`config.mk`:
```
export PLATFORM = sky130hd
export DESIGN_NAME = data_memory_ctrl
export DESIGN_NICKNAME = d
export VERILOG_FILES = /design/src/rtl/data_memory_ctrl.sv
export SDC_FILE = /design/constraint.sdc
export NUM_CORES = 2
export LEC_CHECK = 0
export CORE_AREA = 2 2 392 394
export DETAILED_ROUTE_END_ITERATION = 16
export DIE_AREA = 0 0 394 396
export PLACE_DENSITY = 0.78
export SYNTH_ARGS = -nofsm -noshare
export SYNTH_HDL_FRONTEND = slang
export SYNTH_SLANG_ARGS = --single-unit
```
`constraint.sdc`:
```
create_clock -name clk -period 115.3 [get_ports clk]
set_clock_uncertainty 0.1 [all_clocks]
set_input_delay 34.59 -clock clk [delete_from_list [all_inputs] [get_ports clk]]
set_output_delay 34.59 -clock clk [all_outputs]
set_load 0.03 [all_outputs]
```
`src/rtl/data_memory_ctrl.sv`:
```
// Multi-cycle data memory with valid/ready request/response handshake; contents preset to mem[i] = i on reset.
// Latency: response valid WAIT_CYCLES+1 cycles after the accept edge; optional byte strobes under DMEM_BYTE_STROBE_EN.
// Backpressure: one transaction in flight; req_ready low until the response is taken, response held while resp_ready low.
module data_memory_ctrl #(
    parameter int DATA_W      = 32,
    parameter int ADDR_W      = 6,
    parameter int DEPTH       = 2**ADDR_W,
    parameter int WAIT_CYCLES = 2
) (
    input  logic                clk,
    input  logic                rst,
    input  logic                req_valid,
    output logic                req_ready,
    input  logic                req_write,
    input  logic [ADDR_W-1:0]   req_addr,
    input  logic [DATA_W-1:0]   req_wdata,
    input  logic [DATA_W/8-1:0] req_wstrb,
    output logic                resp_valid,
    input  logic                resp_ready,
    output logic [DATA_W-1:0]   resp_rdata,
    output logic                resp_error,
    output logic                busy
);

    localparam int STRB_W = DATA_W / 8;
    localparam int CNT_W  = 4;
    localparam logic [ADDR_W:0] DEPTH_L = (ADDR_W+1)'(DEPTH);

    typedef enum logic [1:0] {
        IDLE = 2'd0,
        WAIT = 2'd1,
        RESP = 2'd2
    } state_t;

    state_t              state;
    state_t              state_nxt;
    logic [CNT_W-1:0]    cnt;
    logic                lat_write;
    logic [ADDR_W-1:0]   lat_addr;
    logic [DATA_W-1:0]   lat_wdata;
    logic [DATA_W-1:0]   wmask;
    logic [DATA_W-1:0]   rd_word;
    logic [DATA_W-1:0]   mem [DEPTH];
    logic                accept;
    logic                access;
    logic                resp_done;
    logic                addr_err;
    logic                mem_we;

    assign req_ready = (state == IDLE);
    assign busy      = (state != IDLE);
    assign accept    = (state == IDLE) && req_valid;
    assign access    = (state == WAIT) && (cnt == '0);
    assign resp_done = (state == RESP) && resp_ready;
    assign addr_err  = ({1'b0, lat_addr} >= DEPTH_L);
    assign mem_we    = access && lat_write && !addr_err;

`ifdef DMEM_BYTE_STROBE_EN
    logic [STRB_W-1:0] lat_wstrb;

    always_comb begin
        wmask = '0;
        for (int k = 0; k < STRB_W; k++) begin
            wmask[8*k +: 8] = {8{lat_wstrb[k]}};
        end
    end
`else
    // Full-word writes: strobes are accepted on the port but carry no meaning.
    logic unused_wstrb;
    assign unused_wstrb = ^req_wstrb;
    assign wmask        = '1;
`endif

    always_ff @(posedge clk or posedge rst) begin
        if (rst) begin
            state <= IDLE;
        end else begin
            state <= state_nxt;
        end
    end

    always_comb begin
        state_nxt = state;
        case (state)
            IDLE:    if (req_valid)  state_nxt = WAIT;
            WAIT:    if (cnt == '0)  state_nxt = RESP;
            RESP:    if (resp_ready) state_nxt = IDLE;
            default: state_nxt = IDLE;
        endcase
    end

    // Request capture, wait-state counter and registered response.
    always_ff @(posedge clk or posedge rst) begin
        if (rst) begin
            cnt        <= '0;
            lat_write  <= 1'b0;
            lat_addr   <= '0;
            lat_wdata  <= '0;
`ifdef DMEM_BYTE_STROBE_EN
            lat_wstrb  <= '0;
`endif
            resp_valid <= 1'b0;
            resp_rdata <= '0;
            resp_error <= 1'b0;
        end else begin
            if (accept) begin
                lat_write <= req_write;
                lat_addr  <= req_addr;
                lat_wdata <= req_wdata;
`ifdef DMEM_BYTE_STROBE_EN
                lat_wstrb <= req_wstrb;
`endif
                cnt       <= CNT_W'(WAIT_CYCLES);
            end else if ((state == WAIT) && (cnt != '0)) begin
                cnt <= cnt - CNT_W'(1);
            end

            if (access) begin
                resp_valid <= 1'b1;
                resp_error <= addr_err;
                resp_rdata <= (!lat_write && !addr_err) ? rd_word : '0;
            end else if (resp_done) begin
                resp_valid <= 1'b0;
                resp_rdata <= '0;
                resp_error <= 1'b0;
            end
        end
    end

    always_comb begin
        rd_word = '0;
        for (int i = 0; i < DEPTH; i++) begin
            if (lat_addr == ADDR_W'(i)) begin
                rd_word = mem[i];
            end
        end
    end

    // Storage resets to its own index so pipeline tests find known data without a loader.
    always_ff @(posedge clk or posedge rst) begin
        if (rst) begin
            for (int i = 0; i < DEPTH; i++) begin
                mem[i] <= DATA_W'(i);
            end
        end else if (mem_we) begin
            for (int i = 0; i < DEPTH; i++) begin
                if (lat_addr == ADDR_W'(i)) begin
                    mem[i] <= (mem[i] & ~wmask) | (lat_wdata & wmask);
                end
            end
        end
    end

endmodule

```
# Word level (Yosys, flattened, before mapping)

Index checks and enable logic that the tools add are counted.

Add/subtract/negate cells: 1
Eq/ne operators: 68
Multiplexer cells: 76
Reduce and logical (&&, ||, !) cells: 77

Operators with widths:

| kind                  | count |
|---|---|
| $mux W32              | 67 |
| $eq A6 B6 Y1 const B  | 32 |
| $reduce_and A2 Y1     | 64 |
| $eq A6 B5 Y1 const B  | 16 |
| $eq A6 B4 Y1 const B  | 8 |
| $eq A6 B3 Y1 const B  | 4 |
| $eq A6 B2 Y1 const B  | 2 |
| $mux W4               | 2 |
| $eq A6 B1 Y1 const B  | 1 |
| $logic_not A6 Y1      | 1 |
| $mux W2               | 3 |
| $ne A2 B2 Y1 const B  | 3 |
| $pmux W2 S3           | 1 |
| $reduce_bool A2 Y1    | 3 |
| $logic_and A1 B1 Y1   | 5 |
| $logic_not A4 Y1      | 1 |
| $reduce_bool A4 Y1    | 1 |
| $sub A4 B1 Y4 const B | 1 |
| $mux W1               | 3 |
| $reduce_and A3 Y1     | 1 |
| $eq A2 B1 Y1 const B  | 1 |
| $eq A2 B2 Y1 const B  | 1 |
| $logic_not A2 Y1      | 1 |

Register bits: 2127
Input port bits: 47
Output and inout port bits: 36
Logic and storage cells: 294

# Logic depth before layout (Yosys ltp)

Depth in word-level cells: 67
Depth in mapped cells: 12
Depth with buffers taken out: 10

# Worst setup path after synthesis

Ideal clock, no wire load.

Path kind: input port to flip-flop
Start: input resp_ready
End: register resp_rdata[22]
Library setup time: 72 ps
Arrival: 36012 ps
Slack: 79116 ps
Stages on the path: 6
Cell sequence: a31oi_1 -> clkbuf_1 -> clkbuf_1 -> nand2_1 -> a32o_1 -> nor2_1

Word-level cells in the longest chain between the ends: 2

Ends and longest elaborated chain:

| element                      | line | source |
|---|---|---|
| from (decl)                  | 19   | `input logic resp_ready,` |
| $logic_and A1 B1 Y1          | 54   | `assign resp_done = (state == RESP) && resp_ready;` |
| $reduce_bool A2 Y1 (no line) | n/a  |  |
| to (signal assigned)         | 121  | `resp_rdata <= (!lat_write && !addr_err) ? rd_word : '0;` |
| to (decl)                    | 20   | `output logic [DATA_W-1:0] resp_rdata,` |

No other way between the ends.
A chain may end at the register's enable or synchronous reset.

==> results.toml <==
[power_and_ir_drop]
power_density_nw_per_um2 = 20.24
power.leakage_nw = 50.93
total_power_mw = 2.112
ir_worst_vdd_uv = 30.49

[clock_network]
cts_htree_levels = 4
clock_sinks = 2126
clock_tree_from_tritoncts = "done"
clock_insertion_delay_worst_skew_ns = 0.86
cts.repair_timing.setup_buffer_count = 0
cts-root-to-sink-buffers = 3
cts_made_buffers = 208
cts_resized = 0
clk_root_buffer_cell = "clkbuf_16"
cts-hold-fix-buffers = 0
clk_transition_reported_paths_ns = 0.06

[timing]
timing.slew.headroom = -0.02834
setup_viol = 0
hold_violations = 0
count_of_final_max_slew_check_failures = 4
rsz_0062_raised_after_global_routing = "false"
maxClockFrequency_ghz = 0.02536
fin_crit_sh = 0.3420
fin_tns_setup_ns = 0
final.min_clock_period_ns = 39.44
finalHoldWorstSlack_ns = 0.3998
worstMarginPinSlew_ns = 1.531

[setup_path]
timing.critical_path.fanout_max = 144
worstSetupStartpointType = "input port"
worstSetupPathType = "input port to async pin"
cp.arrival_ns = 40.18
worst_setup_path_end_kind = "async pin"
worst-endpoint-required_ns = 116.04

[global_routing]
grt_antenna_before_repair = 20
grt_use_met3 = 0.1442
busiest_layer = "met2"
grt_pass1_vias = 68620
grt_first_pass_wirelength_mm = 476.1
globalRouteTotalUtil = 0.4207
groute.layer.met2.usage = 0.6088
globalRouteOverflowTotal = 0
grt_max_degree = 184
groute.layer.met1.usage = 0.5461

[floorplanning]
num_io_pins = 83
die_x_um = 394
rows = 143
initial_core_util = 0.6260
fp.coreArea_um2 = 151500
area_enclosed_by_the_die_boundary_um2 = 156000
die_y_um = 396

[placement]
placement.cell_area_um2 = 97450
place_congestion = 0.9505
portBuffers = 77
detailed_place_hpwl_mm = 191.4

[yosys]
synthesis.instances = 7220
synth.net_count = 7268
synthesis.yosys.warnings = 0
synth.cell_area_um2 = 94860
yosys.cell_count.top_type = "mux2_2"
synth_area_per_cell_um2 = 13.14
synthDominantAreaCellType = "dfrtp_1"
synth_seq_cells = 2126
ys.flop_type = "dfrtp_1"
async_set_or_reset_flop_fraction_in_the_synthesized_netlist = 1.000
synth_sequential_area_ratio = 0.5633
synth_enable_flop_cells = 0
ys_top_cells_by_area = "dfrtp_1 (51%), mux2_2 (25%), dfstp_2 (5.3%)"
netlist-cell-type-count = 88
synth_common_cells = "mux2_2 (2085), dfrtp_1 (1934), a22oi_1 (524)"
synth_top_area_frac = 0.5102

[final_layout]
finalNetCount = 7077
post-route-cell-area_um2 = 104300
final_util = 0.6884
drive_above_1_share = 0.4216
syn_to_final_growth_pct = 9.976
fillCellCount = 10380

[route]
postRouteWirelength_mm = 329.7
iteration_count_of_the_initial_detailed_routing_pass = 6
avgRoutedWirePerCell_um = 35.65
drtIter0Drc = 10040
via_cell_ratio = 7.358
route.detailed.drc = 0
vias = 68050
postRouteAntennaNets = 0

[hold_path]
min_path_type = "register to register"

[flow_run]
timing.max_cap.violations = 2

[run_status]
run_status = "finished with violations"
violations = "capacitance limit, slew limit"
-- critical path, stage by stage --
cell and delay (ns):
clkdlybuf4s50_1 0.49, inv_8 0.65, buf_4 0.71, buf_4 0.75, buf_4 0.83, buf_4 0.99
buf_4 0.87
-- layout by cell type (no fill, tap or decap), types with 49 or more instances in the layout --
master	n
nand3_1	67
dfrtp_1	1900
a21oi_1	206
o21ai_0	214
clkbuf_16	211
nor2_1	148
mux2i_1	49
a221oi_1	78
buf_4	226
mux2_2	2085
nand2_2	53
clkdlybuf4s50_1	77
a22o_1	56
clkbuf_1	67
a22oi_1	524
dfstp_2	192
nand2_1	251
nand4_1	65
-- power by group --
group	total, mW	leakage, nW	switching, mW	internal (mW)
clock	0.685	3.40	0.300	0.385
combinational	0.539	18.7	0.399	0.140
sequential	0.888	28.8	0.0556	0.832
total	2.11	50.9	0.755	1.36
-- logic make-up (layout without fill, tap and decap cells) --
kind of cell             after synthesis  after routing  synth area share
adder cells (fa/ha/maj)                1              1         0.0001319
AO/OA/AOI/OAI                       1367           1367            0.1009
multiplexers                        2166           2166            0.2587
other                                  1             10        0.00003953
XOR/XNOR                               3              3         0.0002770
buffers and inverters                718            707           0.03305
flip-flops                          2126           2126            0.5633
AND/OR/NAND/NOR                      838            838           0.04351
-- cell type report --
class / count / area (µm²) / share of cell area
flip-flops and latches: 2126 / 53490 / 0.5127
multi-input cells: 4376 / 38850 / 0.3724
clock buffers: 321 / 6123 / 0.05869
well taps: 2030 / 2540 / 0.02435
repair buffers: 306 / 2527 / 0.02423
clock inverters: 69 / 728.2 / 0.006980
inverters: 11 / 48.80 / 0.0004677
diodes: 9 / 22.52 / 0.0002159
-- registers in the layout, indices dropped and copies added (netlist names) --
register    cells
lat_wdata      32
lat_addr        6
cnt             4
mem          2048
lat_write       1
resp_valid      1
resp_rdata     32
state           2
-- per-stage QoR --
step	setup slack, ns	std cells
2_1_floorplan	20.87	7220
3_3_place_gp	74.91	8849
3_5_place_dp	74.78	8849
4_1_cts	75.68	9239
5_1_grt	75.02	9239
6_report	75.86	9248
-- metal layers --
metal / share of wire / wire [µm]
met5: 0.00052 / 172
met3: 0.14 / 45990
met4: 0.074 / 24460
met1: 0.36 / 118500
met2: 0.43 / 140600
-- path summary, 6_finish.rpt --
kind | startpoint | slack (ns) | depth (start not counted) | endpoint
setup / recovery | rst | 75.86 | 7 | mem[1752]
hold / removal | mem[1945] | 0.40 | 1 | mem[1945]
setup reg to reg | lat_addr[0] | 109.04 | 11 | resp_rdata[9]
hold reg to reg | mem[1945] | 0.40 | 1 | mem[1945]
max in group clk | resp_rdata[3] | 78.33 | 1 | resp_rdata[3]
min in group asynchronous | rst | 34.25 | 2 | mem[2019]
Note: power is estimated with default switching activity, not from simulation.
